### src/rtl/fp_conv_pkg.sv
// Shared definitions for the int<->fp conversion stages: exponent bias,
// field widths and the FSM state encoding.
package fp_conv_pkg;

    // Exponent given to an 8-bit fraction that needed no normalising shift.
    localparam logic [3:0] EXP_BASE = 4'hA;
    localparam int         EXP_W    = 4;
    localparam int         FRAC_W   = 8;

    typedef enum logic [1:0] {
        ST_IDLE = 2'd0,
        ST_NORM = 2'd1,
        ST_DONE = 2'd2
    } state_t;

endpackage

### src/rtl/fp_lzc8.sv
// 8-bit leading-zero counter: count_o = number of zeros above the highest
// set bit, 8 for an all-zero input.
module fp_lzc8 (
    input  logic [7:0] data_i,
    output logic [3:0] count_o
);

    // Scan upward so the highest set bit is the last one to win.
    always_comb begin
        count_o = 4'd8;
        for (int i = 0; i < 8; i++) begin
            if (data_i[i]) begin
                count_o = 4'(7 - i);
            end
        end
    end

endmodule

### src/rtl/int_fp_norm.sv
// Sign-magnitude 8-bit integer to sign/exponent/fraction converter.
// One word in flight at a time: IDLE accepts, NORM normalises, DONE holds
// the result until downstream takes it.
// Optional macro FP_NORM_FAST_EN: normalise in one NORM cycle using a
// leading-zero count instead of shifting one bit per cycle.
//
// Handshakes: a word transfers on a clk edge where in_valid && in_ready;
// a result transfers on a clk edge where out_valid && out_ready. Result
// fields are held stable while out_valid is high and out_ready is low.
module int_fp_norm #(
    parameter logic [3:0] EXP_BASE = fp_conv_pkg::EXP_BASE
) (
    input  logic       clk,
    input  logic       rst_n,
    input  logic       in_valid,
    output logic       in_ready,
    input  logic [7:0] in_int,
    output logic       out_valid,
    input  logic       out_ready,
    output logic       sign_o,
    output logic [3:0] exp_o,
    output logic [7:0] frac_o,
    output logic [1:0] dbg_state_o
);
    import fp_conv_pkg::*;

    localparam logic [EXP_W-1:0] EXP_ONE = EXP_W'(1);

    state_t              state_q, state_d;
    logic                sign_q, sign_d;
    logic [EXP_W-1:0]    exp_q, exp_d;
    logic [FRAC_W-1:0]   frac_q, frac_d;

`ifdef FP_NORM_FAST_EN
    logic [3:0] lz_cnt;

    fp_lzc8 u_lzc (
        .data_i  (frac_q),
        .count_o (lz_cnt)
    );
`endif

    // Next-state and datapath update; everything holds unless a case moves it.
    always_comb begin
        state_d = state_q;
        sign_d  = sign_q;
        exp_d   = exp_q;
        frac_d  = frac_q;
        unique case (state_q)
            ST_IDLE: begin
                if (in_valid) begin
                    sign_d  = in_int[7];
                    frac_d  = {in_int[6:0], 1'b0};
                    exp_d   = EXP_BASE;
                    state_d = ST_NORM;
                end
            end
            ST_NORM: begin
`ifdef FP_NORM_FAST_EN
                state_d = ST_DONE;
                if (frac_q == '0) begin
                    exp_d = '0;
                end else begin
                    frac_d = frac_q << lz_cnt;
                    exp_d  = exp_q - lz_cnt;
                end
`else
                if (frac_q == '0) begin
                    // Zero magnitude reports exponent 0; sign is kept.
                    exp_d   = '0;
                    state_d = ST_DONE;
                end else if (frac_q[FRAC_W-1]) begin
                    state_d = ST_DONE;
                end else begin
                    frac_d = frac_q << 1;
                    exp_d  = exp_q - EXP_ONE;
                end
`endif
            end
            ST_DONE: begin
                if (out_ready) begin
                    state_d = ST_IDLE;
                end
            end
            default: state_d = ST_IDLE;
        endcase
    end

    // State and datapath registers; reset drops any word in flight.
    always_ff @(posedge clk or negedge rst_n) begin
        if (!rst_n) begin
            state_q <= ST_IDLE;
            sign_q  <= 1'b0;
            exp_q   <= '0;
            frac_q  <= '0;
        end else begin
            state_q <= state_d;
            sign_q  <= sign_d;
            exp_q   <= exp_d;
            frac_q  <= frac_d;
        end
    end

    assign in_ready    = (state_q == ST_IDLE);
    assign out_valid   = (state_q == ST_DONE);
    assign sign_o      = sign_q;
    assign exp_o       = exp_q;
    assign frac_o      = frac_q;
    assign dbg_state_o = state_q;

endmodule

### config.mk
export PLATFORM = sky130hd
export DESIGN_NAME = int_fp_norm
export DESIGN_NICKNAME = d
export VERILOG_FILES = /design/src/rtl/fp_conv_pkg.sv /design/src/rtl/fp_lzc8.sv /design/src/rtl/int_fp_norm.sv
export SDC_FILE = /design/constraint.sdc
export NUM_CORES = 1
export LEC_CHECK = 0
export ABC_AREA = 1
export ABC_CLOCK_PERIOD_IN_PS = 1100
export CORE_AREA = 2 2 48 50
export CTS_BUF_LIST = sky130_fd_sc_hd__clkbuf_4
export CTS_CLUSTER_SIZE = 30
export DETAILED_ROUTE_END_ITERATION = 10
export DIE_AREA = 0 0 50 52
export GPL_TIMING_DRIVEN = 0
export PLACE_DENSITY = 0.7
export RECOVER_POWER = 100
export SLEW_MARGIN = 0
export SYNTH_ARGS = -nofsm -noshare
export SYNTH_HDL_FRONTEND = slang
export SYNTH_HIERARCHICAL = 1
export SYNTH_SLANG_ARGS = --single-unit
export TNS_END_PERCENT = 10
### constraint.sdc
create_clock -name clk -period 1.1 [get_ports clk]
set_input_delay 0.165 -clock clk [delete_from_list [all_inputs] [get_ports clk]]
set_output_delay 0.165 -clock clk [all_outputs]
set_load 0.01 [all_outputs]
Yosys cells after proc, flatten, opt, wreduce, memory -nomap -nowiden
Index checks and enable logic that the tools add are counted.
- bits in registers: 15
- bits in latches: 0
- RAM bits: 0
- bits in read-only memories: 0
- input port bits: 12
- output and inout port bits: 17
- word-level logic and storage cells: 35
- memories kept: 0
- add/subtract/negate cells: 1
- $mul: 0
- divide/modulo/power cells: 0
- order comparisons: 0
- eq/ne operators: 8
- shift operators: 0
- muxes and demuxes: 13
- bitwise operators: 0
- reduce and logical (&&, ||, !) cells: 8
- operators by type and width (cell ; number):
    $mux W8 ; 3
    $pmux W8 S2 ; 1
    $mux W4 ; 3
    $reduce_and A3 Y1 ; 3
    $logic_not A8 Y1 ; 1
    $mux W2 ; 4
    $pmux W4 S2 ; 1
    $ne A2 B2 Y1 const B ; 3
    $ne A3 B3 Y1 const B ; 2
    $pmux W2 S3 ; 1
    $reduce_and A4 Y1 ; 1
    $sub A4 B1 Y4 const B ; 1
    $eq A2 B1 Y1 const B ; 1
    $eq A2 B2 Y1 const B ; 1
    $logic_not A2 Y1 ; 1
    $ne A2 B1 Y1 const B ; 1
    $reduce_and A2 Y1 ; 1
    $reduce_bool A2 Y1 ; 1

Logic depth before layout (Yosys ltp)
Gate-level depths: netlist (run 1).
- depth after elaboration: 4
- gate-level depth with buffers: 7
- depth with buffers taken out: 7

Least setup slack after synthesis (run 1)
OpenSTA, ideal clock, no wires.
- kind: reg-to-reg
- from: register state_q[1] (netlist: dbg_state_o[1])
- to: register frac_q[7] (netlist: frac_o[7])
- library setup time: 0.117 ns
- data arrival time: 1.154 ns
- data required time: 0.983 ns
- path slack: -0.171 ns
- stages on the path, launching flop included: 6
- clock period less this slack: 1.271 ns
- cells stage by stage: dfrtp_1 nor2_1 nand2_1 buf_2 nand3_1 nand2_1
- cells in the longest elaborated chain, start to end: 3
- elaborated cells between the ends (all ways): 7
- RTL lines (what ; RTL line ; source):
    from (decl) ; int_fp_norm.sv:29 ; state_t state_q, state_d;
    from (signal assigned) ; int_fp_norm.sv:97 ; state_q <= state_d;
    $logic_not A2 Y1 (*) ; -- ;
    net in_ready ; int_fp_norm.sv:16 ; output logic in_ready,
    $ne A2 B2 Y1 (no source line) / $reduce_bool A2 Y1 (equally long branches) ; -- ;
    $reduce_and A3 Y1 (no source line) ; -- ;
    to (signal assigned) ; int_fp_norm.sv:100 ; frac_q <= frac_d;
    to (decl) ; int_fp_norm.sv:32 ; logic [FRAC_W-1:0] frac_q, frac_d;
Mark *: on every way through the listed nets, which the timed path passes. The rest lies on a longest branch.
A chain may end at the register's enable or synchronous reset.

Final worst setup path (run 1)
- from: register frac_q[7] (netlist: frac_o[7])
- to: register frac_q[1] (netlist: frac_o[1])
- cells in the longest elaborated chain, start to end: 3
- elaborated cells between the ends (all ways): 4
- RTL lines (what ; RTL line ; source):
    $logic_not A8 Y1 ; int_fp_norm.sv:68 ; if (frac_q == '0) begin
    $ne A2 B2 Y1 (no source line) ; -- ;
    $reduce_and A4 Y1 (no source line) (*) ; -- ;
Every way passes the cells marked *; elsewhere a longest branch is shown, timed or not.

==> flow_summary.yaml, run 1 <==
finish:
  syn2layout_area_growth_pct: 62.1
  nets: 167
  final_common_cell: "nand2_1"
  regArea_um2: 354
  design_area_um2: 1290
  final_cell_mix: "37 x nand2_1, 11 x nor2_1, 11 x dfrtp_1"
  fillCellCount: 180
  fin_util_pct: 61.3
  drive_gt1_share_pct: 36.6
  multi_input_area_um2: 483
  antenna_cells: 0
die:
  die_y_um: 52
  core_um2: 2110
  die_w_um: 50
  fp-row-count: 17
  die_area_um2: 2600
  ios: 29
  start_util_pct: 37.8
setup_path:
  startpoint_type: "flip-flop"
  cp.required_ns: 1.27
  worst_path_max_delay_cell: "dfrtp_2"
  cpMostUsedCell: "buf_6"
  critPathBufInv: 3
  critPathArrivalTime_ns: 1.46
  critPathMaxFanout: 4
  slowest_delay_ns: 0.42
  cp_top_family: "flip-flops"
  worstPathCellList: "buf_6 -> buf_6 -> nor2_4 -> o21ai_4 -> buf_6 -> nand3_2 -> nand2_1"
  critical_path_class: "flip-flop to flip-flop"
  critPathCaptureType: "flip-flop"
clock_network:
  cts_max_path_buffers: 2
  cts_tree: "done"
  htreeDepth: 1
  cts_made_buffers: 3
  cts_sinks: 14
  clk_latency_ns: 0.28
  cts.reportedPaths.clkPinSlew_ns: 0.09
  clockRootBuffer: "clkbuf_4"
sta:
  tns_ns: -2.38
  fin_crit_sh_pct: 117
  rsz0062_at_grt: "true"
  hold-worst-slack_ns: 0.344
  timing.fmax_mhz: 774
  setup_viol: 17
  worst_pin_slew_ns: 0.659
  period_minus_slack_ns: 1.29
  slew_headroom_pct: 55.9
  slew_violations: 0
  layout_setup_ws_ns: -0.192
  fin_skew_ns: 0.00941
  hold_violations: 0
yosys:
  ys_seq_area_share_pct: 44.0
  synth_cells: 109
  syn_area_um2: 796
  synthesis.nets: 122
  ys_warn_count: 6
  ys_types: 20
  ys_ff_latch: 14
  syn_avg_cell_area_um2: 7.30
status:
  violations: "negative setup slack"
  status: "finished, violations left"
power_and_ir_drop:
  p_sw_share_pct: 46.5
  p_per_area_nw_per_um2: 2870
  p_sw_w: 0.00172
  p_seq_share_pct: 25.4
  leakagePower_nw: 0.674
  peakVddDrop_uv: 1220
  comb_power_share_pct: 65.5
  p_int_w: 0.00198
  power.share.clock_pct: 9.1
  power.total_w: 0.00370
global_routing:
  grt_max_degree: 15
  grt_pass1_vias: 812
  grt_overflow: 0
  antenna_found_initial: 0
  grt_first_pass_wirelength_um: 3600
  track_usage_pct: 18.9
run:
  maxCapViolCount: 0
place:
  gp_congestion: 0.808
  portBuffers: 27
  dpl-instance-area_um2: 1110
  place_hpwl_um: 1400
drt:
  wl_per_cell_um: 12.1
  drcViolationCount: 0
  vias: 838
  drt_iter0_drc: 9
  firstDrtPassIters: 4
  wirelength_um: 2200
  ant_nets: 0
  routed_via_density: 4.63
hold_path:
  hold_class: "primary input to async pin"
[timing repair]
action                                  4_1_cts  5_1_grt
pin swaps                                     4        8
setup buffers                                10        3
hold buffers                                  0        0
gates cloned                                  0        0
gates resized for setup                      57       28
endpoints found under the setup margin       30       26
[routing by layer]
metal / track usage, % / vias to the layer above / share of wire, %
li1: - / 422 / -
met1: 21.3 / 378 / 41
met2: 32.7 / 28 / 50
met3: 3.16 / 10 / 4.3
met4: 12.5 / 0 / 5.1
met5: 0 / - / 0
[cells by family after synthesis]
group	after synthesis	synth area share (%)
simple gates	73	40.7
flops	14	44.0
buf+inv	13	6.76
compound gates	6	5.35
xor+xnor	1	1.10
fa+ha+maj	1	1.57
other cells	1	0.471
[worst paths after layout]
check,start,end,slack [ns],cells past startpoint
setup / recovery,frac_o[7]$_DFFE_PN0P_,frac_o[1]$_DFFE_PN0P_,-0.19,7
hold / removal,rst_n,frac_o[4]$_DFFE_PN0P_,0.34,1
setup reg to reg,frac_o[7]$_DFFE_PN0P_,frac_o[1]$_DFFE_PN0P_,-0.19,7
hold reg to reg,sign_o$_DFFE_PN0P_,sign_o$_DFFE_PN0P_,0.49,2
max in group asynchronous,rst_n,dbg_state_o[0]$_DFFE_PN0P_,0.29,1
min in group clk,in_int[7],sign_o$_DFFE_PN0P_,0.41,3
[cells in the mapped netlist]
cell type / instances / area (um^2)
buf_2: 1 / 5.00
buf_4: 1 / 7.51
conb_1: 1 / 3.75
dfrtp_1: 14 / 350
ha_1: 1 / 12.5
inv_1: 10 / 37.5
inv_2: 1 / 3.75
nand2_1: 41 / 154
nand2_2: 3 / 18.8
nand2_4: 1 / 11.3
nand3_1: 8 / 40.0
nand4_1: 2 / 12.5
nor2_1: 14 / 52.6
nor2_2: 2 / 12.5
nor2_4: 2 / 22.5
o21ai_0: 2 / 10.0
o21ai_1: 2 / 10.0
o21ai_4: 1 / 16.3
o22ai_1: 1 / 6.26
xor2_1: 1 / 8.76
[final cells by class]
cell class | count | area share (%)
multi-input cells | 82 | 37.4
flip-flops and latches | 14 | 27.4
repair buffers | 40 | 25.1
inverters | 11 | 3.20
well taps | 28 | 2.72
clock buffers | 4 | 2.33
plain buffers | 2 | 1.75
[flip-flops by register name, indices dropped and copies added, names as in the netlist]
name and flops:
sign_o 1, dbg_state_o 2, frac_o 7, exp_o 4
[power groups by stage]
stage | clock network [W] | logic [W] | registers [W]
global placement | 0 | 0.00181 | 0.000996
floorplan | 0 | 0.00102 | 0.00107
global route | 0.000385 | 0.00267 | 0.000974
detailed placement | 0 | 0.00185 | 0.000998
finish | 0.000335 | 0.00242 | 0.000939
CTS | 0.000343 | 0.00216 | 0.000918
[worst reg2reg max path, delay by kind of cell (launching register included)]
family / cells / cell delay, ns
AO/OA/AOI/OAI: 1 / 0.11
buffers and inverters: 3 / 0.38
flip-flops: 1 / 0.42
AND/OR/NAND/NOR: 3 / 0.26
[metrics by stage]
step / setup slack, ns / instances
floorplan: -0.0683 / 109
global placement: -0.248 / 164
detailed placement: -0.284 / 164
CTS: -0.197 / 178
global route: -0.249 / 181
finish: -0.192 / 181
No activity file was read; power rests on OpenSTA's default activity.
==> run 2, diff against run 1 <==
--- a/config.mk
+++ b/config.mk
@@ -7,13 +7,13 @@
 export LEC_CHECK = 0
 export ABC_AREA = 1
 export ABC_CLOCK_PERIOD_IN_PS = 1100
-export CORE_AREA = 2 2 48 50
+export CORE_AREA = 2 2 44 54
 export CTS_BUF_LIST = sky130_fd_sc_hd__clkbuf_4
 export CTS_CLUSTER_SIZE = 30
 export DETAILED_ROUTE_END_ITERATION = 10
-export DIE_AREA = 0 0 50 52
+export DIE_AREA = 0 0 46 56
 export GPL_TIMING_DRIVEN = 0
-export PLACE_DENSITY = 0.7
+export PLACE_DENSITY = 0.71
 export RECOVER_POWER = 100
 export SLEW_MARGIN = 0
 export SYNTH_ARGS = -nofsm -noshare
==> flow_summary.yaml, run 2 (same netlist as run 1, synthesis figures left out) <==
status:
  status: "finished, violations left"
  violations: "negative setup slack"
sta:
  worst_pin_slew_ns: 0.653
  setup_viol: 17
  slew_violations: 0
  fin_crit_sh_pct: 121
  slew_headroom_pct: 56.3
  hold_violations: 0
  fin_skew_ns: 0.00459
  layout_setup_ws_ns: -0.229
  timing.fmax_mhz: 753
  rsz0062_at_grt: "true"
  tns_ns: -1.87
  period_minus_slack_ns: 1.33
die:
  fp-row-count: 18
  start_util_pct: 39.3
  die_w_um: 46
  die_area_um2: 2580
  core_um2: 2030
  die_y_um: 56
  ios: 29
setup_path:
  critical_path_class: "flip-flop to flip-flop"
  ff2ff_path_depth: 7
  startpoint_type: "flip-flop"
  critPathCaptureType: "flip-flop"
  critPathArrivalTime_ns: 1.50
  reg2reg_slack_ns: -0.23
  r2r_end: "frac_o[4]$_DFFE_PN0P_"
  critPathMaxFanout: 7
  cp.required_ns: 1.27
  r2r-start: "frac_o[7]$_DFFE_PN0P_"
finish:
  syn2layout_area_growth_pct: 50.0
  largest_reg_flops: 7
  final_cell_mix: "37 x nand2_1, 11 x nor2_1, 11 x dfrtp_1"
  drive_gt1_share_pct: 28.7
  fillCellCount: 204
  design_area_um2: 1190
  fin_util_pct: 58.9
  nets: 164
  antenna_cells: 0
  final_common_cell: "nand2_1"
drt:
  vias: 796
  firstDrtPassIters: 4
  wirelength_um: 1840
  drcViolationCount: 0
  routed_via_density: 4.68
  drt_iter0_drc: 16
  ant_nets: 0
  wl_per_cell_um: 10.8
hold_path:
  hold_class: "primary input to async pin"
place:
  portBuffers: 27
  pre_cts_ws_ns: -0.254
  place_hpwl_um: 1320
  dpl-instance-area_um2: 1100
  gp_congestion: 0.799
clock_network:
  clockRootBuffer: "clkbuf_4"
  cts_max_path_buffers: 2
  cts_sinks: 14
  htreeDepth: 1
  cts_tree: "done"
  cts.reportedPaths.clkPinSlew_ns: 0.09
  cts-hold-fix-buffers: 0
  cts_made_buffers: 3
  clk_latency_ns: 0.27
global_routing:
  grt_first_pass_wirelength_um: 2940
  grt_max_degree: 15
  track_usage_pct: 15.1
  antenna_found_initial: 0
  grt_pass1_vias: 688
  grt_overflow: 0
run:
  maxCapViolCount: 0
power_and_ir_drop:
  peakVddDrop_uv: 1400
  leakagePower_nw: 0.620
  p_per_area_nw_per_um2: 2840
==> run 2: through the flow <==
step	cells	hold WS [ns]	power (W)
after CTS	169	0.297	0.00339
after floorplan	109	-0.131	0.00209
after global routing	170	0.388	0.00366
after global placement	156	0.467	0.00281
final	170	0.356	0.00339
after detailed placement	156	0.469	0.00283
==> run 2: critical path: stages (launching register included) <==
cell     delay [ns]
dfrtp_2        0.41
buf_6          0.12
nor2_4         0.10
nand2_4        0.07
o21ai_4        0.27
nand2_4        0.11
nand2_1        0.08
nand2_1        0.05
==> run 2: per-layer routing <==
layer	part of all wire, %	track usage (%)	vias up
li1	-	-	415
met1	44	19.7	362
met2	51	24.6	19
met3	4.4	2.92	0
met4	0	3.67	0
met5	0	0	-
==> run 2: how the worst max path moves through the flow <==
| stage | depth (start not counted) | slack, ns | endpoint | startpoint |
|---|---|---|---|---|
| detailed placement | 3 | -0.25 | out_valid | dbg_state_o[1]$_DFFE_PN0P_ |
| global route | 7 | -0.29 | frac_o[2]$_DFFE_PN0P_ | frac_o[7]$_DFFE_PN0P_ |
| CTS | 7 | -0.19 | frac_o[4]$_DFFE_PN0P_ | frac_o[7]$_DFFE_PN0P_ |
| global placement | 3 | -0.25 | out_valid | dbg_state_o[1]$_DFFE_PN0P_ |
| floorplan | 6 | -0.07 | frac_o[4]$_DFFE_PN0P_ | frac_o[5]$_DFFE_PN0P_ |
| finish | 7 | -0.23 | frac_o[4]$_DFFE_PN0P_ | frac_o[7]$_DFFE_PN0P_ |
==> run 2: area by class of cell <==
cell class | instances | area (um^2) | share of cell area [%]
buffer | 2 | 18.8 | 1.57
clock buffer | 3 | 22.5 | 1.89
clock inverter | 1 | 3.75 | 0.314
inverter | 11 | 41.3 | 3.46
multi-input combinational | 82 | 434 | 36.4
sequential | 14 | 354 | 29.7
tap | 20 | 25.0 | 2.10
timing repair buffer | 37 | 294 | 24.6
==> run 2: what timing repair did <==
item / CTS / global route
setup endpoints to repair: 30 / 23
gates cloned: 0 / 0
buffers inserted: 9 / 1
resized for setup: 66 / 13
pin swaps: 5 / 3
==> run 2: report_power, final <==
group / leakage (nW) / switching (W) / internal (W)
registers: 0.169 / 0.000198 / 0.000740
clock network: 0.0154 / 0.000160 / 0.000131
logic: 0.436 / 0.00120 / 0.000956
total: 0.620 / 0.00156 / 0.00183
